**src/rtl/p18_vga_timing.sv**
```systemverilog
// Raster timing generator: signed h/v position, syncs, display enable,
// frame start strobe and the frame-divided animation time base.
module p18_vga_timing #(
  parameter int HACTIVE = 640,
  parameter int HFRONT = 16,
  parameter int HSYNC = 96,
  parameter int HBACK = 48,
  parameter int VACTIVE = 480,
  parameter int VFRONT = 10,
  parameter int VSYNC = 2,
  parameter int VBACK = 33,
  parameter bit HSYNC_POL = 1'b0,
  parameter bit VSYNC_POL = 1'b0,
  localparam int HTOTAL = HACTIVE + HFRONT + HSYNC + HBACK,
  localparam int VTOTAL = VACTIVE + VFRONT + VSYNC + VBACK,
  localparam int HW = $clog2(HTOTAL) + 1,
  localparam int VW = $clog2(VTOTAL) + 1
) (
  input  logic                 clk,
  input  logic                 rst_n,
  input  logic                 anim_en,
  input  logic [1:0]           speed,
  output logic signed [HW-1:0] counter_h,
  output logic signed [VW-1:0] counter_v,
  output logic                 hsync,
  output logic                 vsync,
  output logic                 display_on,
  output logic                 frame_start,
  output logic [7:0]           cur_time
);

  localparam int HBLANK = HFRONT + HSYNC + HBACK;
  localparam int VBLANK = VFRONT + VSYNC + VBACK;

  localparam logic signed [HW-1:0] H_MIN = HW'(-HBLANK);
  localparam logic signed [HW-1:0] H_MAX = HW'(HACTIVE - 1);
  localparam logic signed [HW-1:0] HS_LO = HW'(HFRONT - HBLANK);
  localparam logic signed [HW-1:0] HS_HI =
    HW'(HFRONT + HSYNC - 1 - HBLANK);

  localparam logic signed [VW-1:0] V_MIN = VW'(-VBLANK);
  localparam logic signed [VW-1:0] V_MAX = VW'(VACTIVE - 1);
  localparam logic signed [VW-1:0] VS_LO = VW'(VFRONT - VBLANK);
  localparam logic signed [VW-1:0] VS_HI =
    VW'(VFRONT + VSYNC - 1 - VBLANK);

  logic [2:0] div;
  logic [2:0] mask;
  logic [3:0] span;
  logic h_wrap;
  logic v_wrap;
  logic f_wrap;
  logic step;
  logic signed [HW-1:0] h_next;
  logic signed [VW-1:0] v_next;

  always_comb begin
    h_wrap = counter_h == H_MAX;
    v_wrap = counter_v == V_MAX;
    f_wrap = h_wrap && v_wrap;
    h_next = h_wrap ? H_MIN : counter_h + HW'(1);
    v_next = counter_v;
    if (h_wrap)
      v_next = v_wrap ? V_MIN : counter_v + VW'(1);
    span = 4'd1 << speed;
    mask = 3'(span - 4'd1);
    // speed=0 gives an empty mask, so every enabled wrap steps
    step = f_wrap && anim_en && ((div & mask) == mask);
  end

  always_ff @(posedge clk) begin
    if (!rst_n) begin
      counter_h <= H_MIN;
      counter_v <= V_MIN;
      hsync <= !HSYNC_POL;
      vsync <= !VSYNC_POL;
      display_on <= 1'b0;
      frame_start <= 1'b1;
      cur_time <= 8'd0;
      div <= 3'd0;
    end else begin
      counter_h <= h_next;
      counter_v <= v_next;
      hsync <= (h_next >= HS_LO && h_next <= HS_HI) ?
               HSYNC_POL : !HSYNC_POL;
      vsync <= (v_next >= VS_LO && v_next <= VS_HI) ?
               VSYNC_POL : !VSYNC_POL;
      display_on <= !h_next[HW-1] && !v_next[VW-1];
      frame_start <= (h_next == H_MIN) && (v_next == V_MIN);
      if (f_wrap && anim_en)
        div <= div + 3'd1;
      if (step)
        cur_time <= cur_time + 8'd1;
    end
  end

endmodule
```
**config.mk**
```make
export PLATFORM = sky130hd
export DESIGN_NAME = p18_vga_timing
export DESIGN_NICKNAME = d
export VERILOG_FILES = /design/src/rtl/p18_vga_timing.sv
export SDC_FILE = /design/constraint.sdc
export NUM_CORES = 1
export LEC_CHECK = 0
export BUFFER_PORTS_ARGS = -buffer_cell sky130_fd_sc_hd__buf_2
export CELL_PAD_IN_SITES_DETAIL_PLACEMENT = 0
export CELL_PAD_IN_SITES_GLOBAL_PLACEMENT = 2
export CORE_MARGIN = 5
export CORE_UTILIZATION = 33
export CTS_BUF_LIST = sky130_fd_sc_hd__clkbuf_4
export CTS_CLUSTER_SIZE = 14
export DETAILED_ROUTE_END_ITERATION = 7
export PLACE_DENSITY = 0.89
export REMOVE_ABC_BUFFERS = 1
export SLEW_MARGIN = 10
export SYNTH_ARGS = -nofsm -noshare
export SYNTH_HDL_FRONTEND = slang
export SYNTH_SLANG_ARGS = --single-unit
```
**constraint.sdc**
```tcl
create_clock -name clk -period 2.8 [get_ports clk]
set_input_delay 0.42 -clock clk [delete_from_list [all_inputs] [get_ports clk]]
set_output_delay 0.42 -clock clk [all_outputs]
set_load 0.01 [all_outputs]
```
Word-level counts from Yosys, hierarchy flattened
Cells that the tools add are included.

cells by class
  add/subtract/negate cells = 5
  order comparisons = 4
  eq/ne operators = 5
  shift-type cells = 1
  mux-type cells = 5
  bitwise gates (word level) = 1
  reduce and logical (&&, ||, !) cells = 9

operators with widths
  kind                   count
  $mux 11                3
  $add 11x2->11 const B  2
  $le 11x7->1 const B    2
  $eq 11x10->1 const B   1
  $eq 11x11->1 const B   1
  $eq 11x7->1 const B    1
  $eq 11x9->1 const B    1
  $ge 11x7->1 const B    1
  $ge 11x9->1 const B    1
  $add 8x1->8 const B    1
  $logic_and 1x1->1      7
  $add 3x1->3 const B    1
  $and 3x3->3            1
  $eq 3x3->1             1
  $shl 1x2->3 const A    1
  $sub 3x1->3 const B    1
  $logic_not 1->1        2
  $mux 1                 2

storage, ports and cells
  bits in registers = 37
  bits of input ports = 5
  output and inout bits = 34
  logic and storage cells = 38

Logic depth before layout (Yosys ltp)
Gate-level depths: netlist of run 1.

  word-level depth = 6
  mapped depth = 10
  depth with buffers taken out = 8

Worst setup path after synthesis of run 1
No wires, ideal clock.

  path type = reg2reg
  start = reg counter_h[0]
  end = reg cur_time[7]
  setup time = 0.115 ns
  arrival = 2.244 ns
  data required time = 2.685 ns
  path slack = 0.441 ns
  stages on the path, launching flop included = 10
  buffers on the path = 1
  period minus slack after synthesis = 2.359 ns
  cell sequence = dfxtp_1 -> ha_1 -> and2_1 -> and4_1 -> buf_2 -> nand3_4 -> a2111oi_4 -> and4_1 -> xor2_1 -> and2_1

between the ends
  cells in the longest elaborated chain, start to end = 4

ends and longest elaborated chain
  item                             RTL line  source
  start, declared                  23        output logic signed [HW-1:0] counter_h,
  start signal, assigned           82        counter_h <= h_next;
  $eq 11x11->1                     58        h_wrap = counter_h == H_MAX;
  $logic_and 1x1->1                60        f_wrap = h_wrap && v_wrap;
  $logic_and 1x1->1 (2 in series)  68        step = f_wrap && anim_en && ((div & mask) == mask);
  end signal, assigned             93        cur_time <= cur_time + 8'd1;
  end, declared                    29        output logic [7:0] cur_time

No other way between the ends.
A chain may end at the register's enable or synchronous reset.

Worst setup path in the final report of run 1
  start = reg counter_h[0]
  end = reg frame_start

between the ends
  cells in the longest elaborated chain, start to end = 4
  elaborated cells on any way between the ends = 7
  classes of those cells = add/sub: 1; eq/ne: 3; mux: 2; reduce/logical: 1

ends and longest elaborated chain
  item                                           RTL line  source
  $add 11x2->11 or $eq 11x11->1 (tied branches)  61, 58
  $mux 11 (on tied branches)                     61, 63
  $eq 11x9->1 or $eq 11x7->1 (tied branches)     89        frame_start <= (h_next == H_MIN) && (v_next == V_MIN);
  $logic_and 1x1->1 *                            89
  end signal, assigned                           89
  end, declared                                  28        output logic frame_start,

Every way passes the cells marked *; elsewhere a longest branch is shown, timed or not.

==> results of run 1 <==
metal layers:
| metal | GRT usage, % | share of wire [%] |
|---|---|---|
| met5 | 0 | 0 |
| met4 | 3.85 | 1.3 |
| met3 | 3.54 | 5.8 |
| met2 | 21.9 | 46 |
| met1 | 19.0 | 47 |
registers in the layout, indices dropped and copies added, names as in the netlist:
| name | flops |
|---|---|
| hsync | 1 |
| vsync | 1 |
| display_on | 1 |
| frame_start | 1 |
| counter_v | 11 |
| counter_h | 11 |
| div | 3 |
| cur_time | 8 |
layout make-up:
cell class                 count  area (µm²)
multi-input combinational    188        1210
fill                         640        3530
clock buffer                   5        37.5
clock inverter                 3        12.5
sequential                    37         741
timing repair buffer          52         295
tap                           75        93.8
inverter                       8        30.0
cells in the final DEF, fill, tap and decap left out, types with 8 or more instances in the layout:
cell     netlist  final
buf_2          5     38
nand3_1       18     18
nand4_1       10     10
buf_4          1     14
inv_1          8      8
xnor2_1       13     13
nor2_1        24     24
o21ai_0       11     11
xor2_1        14     14
and3_1        10     10
dfxtp_1       37     37
nand2_1       24     24
kinds of logic (layout without fill, tap and decap cells):
family | count (synthesis) | after routing | synth area share [%]
simple gates | 117 | 117 | 30.6
flops | 37 | 37 | 36.3
compound gates | 36 | 36 | 12.5
xor+xnor | 27 | 27 | 11.6
buf+inv | 21 | 68 | 4.36
fa+ha+maj | 6 | 6 | 3.68
mux | 2 | 2 | 0.982
stage by stage:
| stage | power, µW | hold WS [ns] | setup slack (ns) |
|---|---|---|---|
| 3_5_place_dp | 590 | 0.487 | 0.129 |
| 3_3_place_gp | 590 | 0.480 | 0.200 |
| 5_1_grt | 896 | 0.489 | 0.0133 |
| 2_1_floorplan | 568 | 0.463 | 0.219 |
| 6_report | 850 | 0.472 | 0.201 |
| 4_1_cts | 866 | 0.465 | 0.0796 |
worst max-delay path, stage by stage (launching register included):
cell	delay, ns
dfxtp_1	0.47
ha_1	0.24
and2_1	0.19
and4_2	0.40
buf_4	0.21
nand2_1	0.10
xor2_1	0.32
o2111ai_1	0.20
nor4_1	0.23
a31o_1	0.19
power by group:
group	total (µW)	internal [µW]	switching [µW]
Clock	273	91.0	182
Sequential	535	531	4.49
Combinational	42.3	16.0	26.3
worst min-delay path by stage:
stage | end | slack, ns | from | cells after the start
2_1_floorplan | div[1]$_SDFFE_PN0P_ | 0.46 | div[1]$_SDFFE_PN0P_ | 2
3_3_place_gp | div[1]$_SDFFE_PN0P_ | 0.48 | div[1]$_SDFFE_PN0P_ | 2
3_5_place_dp | div[1]$_SDFFE_PN0P_ | 0.49 | div[1]$_SDFFE_PN0P_ | 2
4_1_cts | counter_v[7]$_SDFF_PN1_ | 0.46 | rst_n | 3
5_1_grt | counter_v[7]$_SDFF_PN1_ | 0.49 | rst_n | 3
6_report | counter_v[7]$_SDFF_PN1_ | 0.47 | rst_n | 3
==> metrics.md, run 1 <==
| Metric | Value |
|---|---|
| Status | finished clean |
| Sequential-to-total area share from yosys stat | 36.3% |
| GP Congestion | 0.831 |
| Worst setup EP type | flip-flop |
| Layout cells sized above 1 | 22.5% |
| Fin. Hold Viols | 0 |
| Diode count | 0 |
| Post-Syn Area | 2040 µm² |
| Placed inst area | 2370 µm² |
| CTS Hold Bufs | 0 |
| Share of synthesized registers carrying an async set or reset | 0% |
| Setup slack, reg-to-reg | 0.20 ns |
| CTS Buffer Depth | 2 |
| CP Launch Type | flip-flop |
| Synth top area cells | dfxtp_1 36%, xor2_1 6.0%, xnor2_1 5.6% |
| Drt first pass iters | 4 |
| Reg clk slew, reported paths | 0.12 ns |
| CTS buffer count | 5 |
| Source of the critical timing path | counter_h[0]$_SDFF_PN0_ |
| Layout Cells excl Fill | 368 |
| Final instance area | 2420 µm² |
| Post-DP HPWL | 3840 µm |
| First-pass GRT wire length | 8640 µm |
| Clk Latency, worst-skew pair | 0.35 ns |
| TritonCTS clock tree | done |
| Tcrit/Tclk final | 92.8% |
| R2R cell count | 9 |
| Largest net degree at the start of global routing | 20 |
| PortBufs | 38 |
| Maximum VDD drop | 194 µV |
| Die ar. | 7850 µm² |
| # rows | 28 |
| Clock sinks | 37 |
| Crit Path Max Fanout | 10 |
| Worst r2r dst | frame_start$_SDFF_PN1_ |
| Share of the synthesized area in the top cell type | 36.3% |
| Overall Global Routing Usage | 13.9% |
| Fin crit period | 2.60 ns |
| Crit path DAT | 2.88 ns |
| Antenna Nets Post-Route | 0 |
| DRC | 0 |
| Initial core utilization | 34.2% |
| Die W | 88.6 µm |
| Number of flops mapped to enable cells by yosys | 0 |
| DR iter-0 viols | 91 |
| Final setup TNS | 0 ns |
| Final Max Slew Viols | 0 |
| Post-CTS Setup Inserts | 0 |
| Worst-Margin Slew | 0.559 ns |
| Initial antenna violation count | 0 |
| Setup Skew | 0.0140 ns |
| I/O pin count | 39 |
| WL final | 5150 µm |
| Final nets | 303 |
| Worst setup path category | reg -> reg |
| Synth warn | 0 |
| Util after Layout | 40.7% |
| Top_reg_cell synth | dfxtp_1 |
| Routed wire length per instance | 14.0 µm |
| Setup crit end | frame_start$_SDFF_PN1_ |
| RSZ-0062 raised after global routing | no |
| Synth-to-Final Area Change | 18.7% |
| Core box area | 5960 µm² |
| Mapped Cells | 246 |
| H-tree Lvls | 2 |
| Routed via count | 1903 |
| Largest area contributor in the netlist | dfxtp_1 |
| Die Y | 88.6 µm |
| Root Driver | clkbuf_4 |
| Post-synth top cells | 37 x dfxtp_1, 24 x nand2_1, 24 x nor2_1, 18 x nand3_1, 14 x xor2_1 |
| Worst slew margin | 62.7% |
| Synth unique cells | 42 |
| Worst Hold Class | in -> reg |
| Total global routing overflow | 0 |
| Crit path required time | 3.08 ns |
| Number of vias per cell | 5.17 |
| PwrDens | 351 nW/µm² |
| Placed Cells | 360 |
| Max-Cap Viols | 0 |
| Final setup viols | 0 |
| Vias in the first global route | 1819 |
| Leakage power | 0.00102 µW |
| Post-cts resize count | 0 |
| Yosys reg bits | 37 |
| Fmax | 385 MHz |
| Top-count cell post-synth | dfxtp_1 |
| FF-to-FF Start | counter_h[0]$_SDFF_PN0_ |
| Avg Inst Size Synth | 8.29 µm² |
Note: power is estimated with default switching activity, not from simulation.
==> run 2: changes to the inputs <==
--- a/config.mk
+++ b/config.mk
@@ -9,11 +9,11 @@
 export CELL_PAD_IN_SITES_DETAIL_PLACEMENT = 0
 export CELL_PAD_IN_SITES_GLOBAL_PLACEMENT = 2
 export CORE_MARGIN = 5
-export CORE_UTILIZATION = 33
+export CORE_UTILIZATION = 36
 export CTS_BUF_LIST = sky130_fd_sc_hd__clkbuf_4
 export CTS_CLUSTER_SIZE = 14
 export DETAILED_ROUTE_END_ITERATION = 7
-export PLACE_DENSITY = 0.89
+export PLACE_DENSITY = 0.95
 export REMOVE_ABC_BUFFERS = 1
 export SLEW_MARGIN = 10
 export SYNTH_ARGS = -nofsm -noshare
==> constraint.sdc (replaced) <==
create_clock -name clk -period 3.1 [get_ports clk]
set_input_delay 0.465 -clock clk [delete_from_list [all_inputs] [get_ports clk]]
set_output_delay 0.465 -clock clk [all_outputs]
set_load 0.01 [all_outputs]
==> run 2 against run 1 <==
  * Core utilization rose by 1.9 points
  * Cell count fell by 3.5%
  * Combinational power fell by 18%
  * Power fell by 11%
  * Routed wire length fell by 2.9%
  * Sequential power fell by 9.3%
  * Via count fell by 1.5%
  * Maximum frequency fell by 5.6%
  * Die area fell by 7.4%
  * Sequential share of layout area rose by 1.0 points
  * First-iteration DRC count rose by 18%
  * Worst hold slack improved by 0.039 ns
==> metrics.md, run 2 (same netlist as run 1, synthesis figures left out) <==
| Metric | Value |
|---|---|
| Status | finished clean (unchanged) |
| Worst hold start | div[1]$_SDFFE_PN0P_ (was rst_n) |
| Largest net degree at the start of global routing | 21 (was 20) |
| Die ar. | 7270 µm² (was 7850 µm²) |
| Worst slew margin | 64.7% (was 62.7%) |
| Antenna Nets Post-Route | 0 (unchanged) |
| Final setup TNS | 0 ns (unchanged) |
| DR iter-0 viols | 107 (was 91) |
| Total global routing overflow | 0 (unchanged) |
| DRC | 0 (unchanged) |
| Clock sinks | 37 (unchanged) |
| Source of the critical timing path | counter_h[0]$_SDFF_PN0_ (unchanged) |
| FF-to-FF Start | counter_h[0]$_SDFF_PN0_ (unchanged) |
| Core box area | 5510 µm² (was 5960 µm²) |
| CTS Hold Bufs | 0 (unchanged) |
| RSZ-0062 raised after global routing | no (unchanged) |
| Final setup viols | 0 (unchanged) |
| Routed via count | 1874 (was 1903) |
| Post-DP HPWL | 3740 µm (was 3840 µm) |
| Hold_ws | 0.511 ns (was 0.472 ns) |
| Met1 wire length | 2370 µm (was 2420 µm) |
| Util after Layout | 42.5% (was 40.7%) |
| TritonCTS clock tree | done (unchanged) |
| Drt first pass iters | 4 (unchanged) |
| Tcrit/Tclk final | 88.9% (was 92.8%) |
| Maximum VDD drop | 146 µV (was 194 µV) |
| H-tree Lvls | 2 (unchanged) |
| Vias in the first global route | 1765 (was 1819) |
| Top routing layer used | met4 (unchanged) |
| Crit path DAT | 3.04 ns (was 2.88 ns) |
| Clk Latency, worst-skew pair | 0.34 ns (was 0.35 ns) |
| Worst setup EP type | flip-flop (unchanged) |
| # rows | 27 (was 28) |
| First-pass GRT wire length | 8550 µm (was 8640 µm) |
| PwrDens | 325 nW/µm² (was 351 nW/µm²) |
| PortBufs | 38 (unchanged) |
| Worst Hold Class | reg -> reg (was in -> reg) |
| Worst setup path category | reg -> reg (unchanged) |
| Reg clk slew, reported paths | 0.11 ns (was 0.12 ns) |
| Die Y | 85.3 µm (was 88.6 µm) |
| Final nets | 293 (was 303) |
| Crit Path Max Fanout | 11 (was 10) |
| Die W | 85.3 µm (was 88.6 µm) |
| GP Congestion | 0.826 (was 0.831) |
| Initial antenna violation count | 0 (unchanged) |
| Final Max Slew Viols | 0 (unchanged) |
| Routed wire length per instance | 14.1 µm (was 14.0 µm) |
| Worst-Margin Slew | 0.529 ns (was 0.559 ns) |
| Most common cell after layout, fill and taps aside | buf_2 (unchanged) |
| Root Driver | clkbuf_4 (unchanged) |
| CTS buffer count | 5 (unchanged) |
| Initial core utilization | 37.0% (was 34.2%) |
| Regs by FF count | counter_h x11, counter_v x11, cur_time x8 (unchanged) |
| Met3 Wirelength | 288 µm (was 300 µm) |
| CTS Buffer Depth | 2 (unchanged) |
| Fmax | 363 MHz (was 385 MHz) |
| Number of vias per cell | 5.28 (was 5.17) |
| Fin. Hold Viols | 0 (unchanged) |
| Overall Global Routing Usage | 14.2% (was 13.9%) |
| Setup Skew | 0.0139 ns (was 0.0140 ns) |
| I/O pin count | 39 (unchanged) |
| Crit path required time | 3.39 ns (was 3.08 ns) |
| CP Launch Type | flip-flop (unchanged) |
| Diode count | 0 (unchanged) |
| Layout fillers | 577 (was 640) |
| Synth-to-Final Area Change | 14.8% (was 18.7%) |
| Max-Cap Viols | 0 (unchanged) |
| Leakage power | 0.000973 µW (was 0.00102 µW) |
| Fin crit period | 2.75 ns (was 2.60 ns) |
| WL met2 | 2290 µm (was 2360 µm) |
| Post-CTS Setup Inserts | 0 (unchanged) |
| Most frequent cells in the layout | 38 x buf_2, 37 x dfxtp_1, 24 x nand2_1, 24 x nor2_1, 18 x nand3_1 (unchanged) |
| WL final | 5000 µm (was 5150 µm) |
| Layout cells sized above 1 | 19.4% (was 22.5%) |
| Post-cts resize count | 0 (unchanged) |
## run 2: report_power, final
group | internal (µW) | leakage [µW] | switching (µW)
clock network | 82.1 | 0.0000300 | 158
logic | 12.6 | 0.000643 | 22.0
registers | 479 | 0.000300 | 5.66
## run 2: per-stage QoR
stage,worst slack [ns],std cells,total power [µW],instance area [µm²]
floorplan,0.519,233,513,1980
global placement,0.477,347,531,2290
detailed placement,0.369,347,532,2290
CTS,0.331,355,777,2340
global route,0.0985,355,802,2340
finish,0.346,355,760,2340
## run 2: path summary, 6_finish.rpt
| path | end | slack, ns | depth (start not counted) |
|---|---|---|---|
| worst max-delay path | cur_time[7]$_SDFFE_PN0P_ | 0.35 | 8 |
| worst min-delay path | div[1]$_SDFFE_PN0P_ | 0.51 | 2 |
| worst max register to register | cur_time[7]$_SDFFE_PN0P_ | 0.35 | 8 |
| worst min register to register | div[1]$_SDFFE_PN0P_ | 0.51 | 2 |
## run 2: final cells by class
class | count | area [µm²] | area share (%)
Timing Repair Buffer | 42 | 220 | 9.41
Multi-Input combinational cell | 188 | 1210 | 51.7
Tap cell | 72 | 90.1 | 3.85
Clock buffer | 5 | 37.5 | 1.60
Sequential cell | 37 | 741 | 31.6
Inverter | 8 | 30.0 | 1.28
Clock inverter | 3 | 12.5 | 0.534
## run 2: critical path, stage by stage, from the launching register on
cell	delay [ns]
dfxtp_1	0.48
ha_1	0.25
and2_1	0.19
and4_1	0.49
nand3_4	0.20
a2111oi_4	0.54
and4_1	0.29
xor2_1	0.14
and2_1	0.12
## run 2: layer usage
| layer | vias up | global-route usage [%] |
|---|---|---|
| met3 | 4 | 3.79 |
| met1 | 880 | 18.7 |
| met4 | 0 | 4.03 |
| li1 | 937 | - |
| met2 | 53 | 22.7 |
| met5 | - | 0 |
==> run 3: changes to the inputs <==
--- a/config.mk
+++ b/config.mk
@@ -14,7 +14,6 @@
 export CTS_CLUSTER_SIZE = 14
 export DETAILED_ROUTE_END_ITERATION = 7
 export PLACE_DENSITY = 0.95
-export REMOVE_ABC_BUFFERS = 1
 export SLEW_MARGIN = 10
 export SYNTH_ARGS = -nofsm -noshare
 export SYNTH_HDL_FRONTEND = slang
==> run 3 against run 2 <==
  * Worst hold slack worse by 0.037 ns
  * Global-route usage shrank 0.13 points
  * Die area unchanged
  * Core utilization decreased by 0.14 points
  * Flip-flop and latch count unchanged
  * Power shrank 0.69%
  * Largest power group unchanged
==> metrics.md, run 3 (same netlist as run 1, synthesis figures left out) <==
| Metric | Value |
|---|---|
| PwrDens | 323 nW/µm² (was 325 nW/µm²) |
| Final nets | 292 (was 293) |
| Worst slew margin | 64.6% (was 64.7%) |
| Most common cell after layout, fill and taps aside | buf_2 (unchanged) |
| FF-to-FF Start | counter_h[0]$_SDFF_PN0_ (unchanged) |
| RSZ-0062 raised after global routing | no (unchanged) |
| Worst setup EP type | flip-flop (unchanged) |
| Worst setup path category | reg -> reg (unchanged) |
| Fin. Hold Viols | 0 (unchanged) |
| DRC | 0 (unchanged) |
| Total global routing overflow | 0 (unchanged) |
| Fin crit period | 2.59 ns (was 2.75 ns) |
| # rows | 27 (unchanged) |
| Fmax | 386 MHz (was 363 MHz) |
| DR iter-0 viols | 83 (was 107) |
| Most frequent cells in the layout | 38 x buf_2, 37 x dfxtp_1, 24 x nand2_1, 24 x nor2_1, 18 x nand3_1 (unchanged) |
| Worst-Margin Slew | 0.527 ns (was 0.529 ns) |
| First-pass GRT wire length | 8380 µm (was 8550 µm) |
| Tcrit/Tclk final | 83.6% (was 88.9%) |
| WP buf/inv | 1 (was 0) |
| CP max stage cell | dfxtp_1 (was a2111oi_4) |
| Initial core utilization | 37.0% (unchanged) |
| Area occupied by multi-input gates | 1210 µm² (unchanged) |
| Source of the critical timing path | counter_h[0]$_SDFF_PN0_ (unchanged) |
| Status | finished clean (unchanged) |
| Maximum VDD drop | 272 µV (was 146 µV) |
| Setup Skew | 0.00969 ns (was 0.0139 ns) |
| Routed via count | 1821 (was 1874) |
| Placed inst area | 2280 µm² (was 2290 µm²) |
| CTS Hold Bufs | 0 (unchanged) |
| Reg clk slew, reported paths | 0.11 ns (about the same) |
| I/O pin count | 39 (unchanged) |
| Crit path required time | 3.39 ns (about the same) |
| Post-cts resize count | 0 (unchanged) |
| Synth-to-Final Area Change | 14.4% (was 14.8%) |
| Final instance area | 2330 µm² (was 2340 µm²) |
| Register area | 741 µm² (unchanged) |
| H-tree Lvls | 2 (unchanged) |
| Regs by FF count | counter_h x11, counter_v x11, cur_time x8 (unchanged) |
| TritonCTS clock tree | done (unchanged) |
| Core box area | 5510 µm² (unchanged) |
| Layout fillers | 574 (was 577) |
| Crit Path Max Fanout | 10 (was 11) |
| CTS buffer count | 5 (unchanged) |
| Setup slack, reg-to-reg | 0.51 ns (was 0.35 ns) |
| CTS Buffer Depth | 2 (unchanged) |
| Overall Global Routing Usage | 14.0% (was 14.2%) |
| Routed wire length per instance | 13.9 µm (was 14.1 µm) |
| Post-DP HPWL | 3660 µm (was 3740 µm) |
| Final setup viols | 0 (unchanged) |
| Initial antenna violation count | 0 (unchanged) |
| R2R cell count | 9 (was 8) |
| Post-CTS Setup Inserts | 0 (unchanged) |
| Leakage power | 0.000968 µW (was 0.000973 µW) |
| Final Max Slew Viols | 0 (unchanged) |
| PortBufs | 38 (unchanged) |
| Die Y | 85.3 µm (unchanged) |
| CP max stage delay | 0.47 ns (was 0.54 ns) |
| WL final | 4920 µm (was 5000 µm) |
| Power after layout | 755 µW (was 760 µW) |
| Number of vias per cell | 5.14 (was 5.28) |
| Final setup TNS | 0 ns (unchanged) |
| WHS Path Cells | 2 (unchanged) |
| CP Launch Type | flip-flop (unchanged) |
| Antenna Nets Post-Route | 0 (unchanged) |
| Vias in the first global route | 1759 (was 1765) |
| Largest net degree at the start of global routing | 21 (unchanged) |
| Clock sinks | 37 (unchanged) |
| Die W | 85.3 µm (unchanged) |
| Crit path max-delay family | simple AND/OR/NAND/NOR gates (unchanged) |
| Hold endpoint | counter_v[6]$_SDFF_PN1_ (was div[1]$_SDFFE_PN0P_) |
| Die ar. | 7270 µm² (unchanged) |
| GP Congestion | 0.806 (was 0.826) |
| Critical path, cell by cell | ha_1 -> and2_1 -> and4_1 -> buf_4 -> nand2_1 -> xor2_1 -> o2111ai_1 -> nor4_1 -> a31o_1 (was ha_1 -> and2_1 -> and4_1 -> nand3_4 -> a2111oi_4 -> and4_1 -> xor2_1 -> and2_1) |
| Worst hold start | rst_n (was div[1]$_SDFFE_PN0P_) |
| Worst r2r dst | frame_start$_SDFF_PN1_ (was cur_time[7]$_SDFFE_PN0P_) |
| Diode count | 0 (unchanged) |
| Clk Latency, worst-skew pair | 0.34 ns (about the same) |
| Net Count, Synth | 257 |
| Max-Cap Viols | 0 (unchanged) |
| Crit path DAT | 2.88 ns (was 3.04 ns) |
| Worst Hold Class | in -> reg (was reg -> reg) |
| Drt first pass iters | 5 (was 4) |
| Layout cells sized above 1 | 19.1% (was 19.4%) |
| Root Driver | clkbuf_4 (unchanged) |
-- run 3: stage by stage --
stage	cells	hold slack (ns)	utilization, %	worst slack (ns)
2_1_floorplan	246	0.463	-	0.741
3_3_place_gp	346	0.487	41.5	0.518
3_5_place_dp	346	0.487	41.5	0.515
4_1_cts	354	0.465	42.4	0.482
5_1_grt	354	0.488	42.4	0.237
6_report	354	0.475	42.4	0.508
-- run 3: worst max path at each step --
stage / end / slack, ns / cells after the start
6_report: frame_start$_SDFF_PN1_ / 0.51 / 9
5_1_grt: frame_start$_SDFF_PN1_ / 0.24 / 9
4_1_cts: frame_start$_SDFF_PN1_ / 0.48 / 9
3_5_place_dp: frame_start$_SDFF_PN1_ / 0.52 / 9
3_3_place_gp: vsync$_SDFF_PN1_ / 0.52 / 7
2_1_floorplan: cur_time[7]$_SDFFE_PN0P_ / 0.74 / 9
-- run 3: cell type report --
type                    count  share of cell area (%)
clock inverters             3                   0.536
repair buffers             41                    9.12
multi-input cells         188                    51.8
inverters                   8                    1.29
flip-flops and latches     37                    31.7
clock buffers               5                    1.61
well taps                  72                    3.86
-- run 3: worst register-to-register path: stages (launching register included) --
cell and delay (ns):
dfxtp_1 0.47, ha_1 0.24, and2_1 0.19, and4_1 0.46, buf_4 0.23, nand2_1 0.10, xor2_1 0.32, o2111ai_1 0.17
nor4_1 0.19, a31o_1 0.18
-- run 3: report_power, final --
part / internal [µW] / switching [µW]
logic: 11.7 / 20.4
registers: 479 / 5.42
clock network: 82.1 / 155
-- run 3: metal layers --
metal  vias up  GRT usage [%]  part of all wire [%]
li1        945              -                     -
met1       836           19.6                    51
met2        38           21.3                    44
met3         2           3.88                   4.7
met4         0           3.45                  0.41
met5         -              0                     0
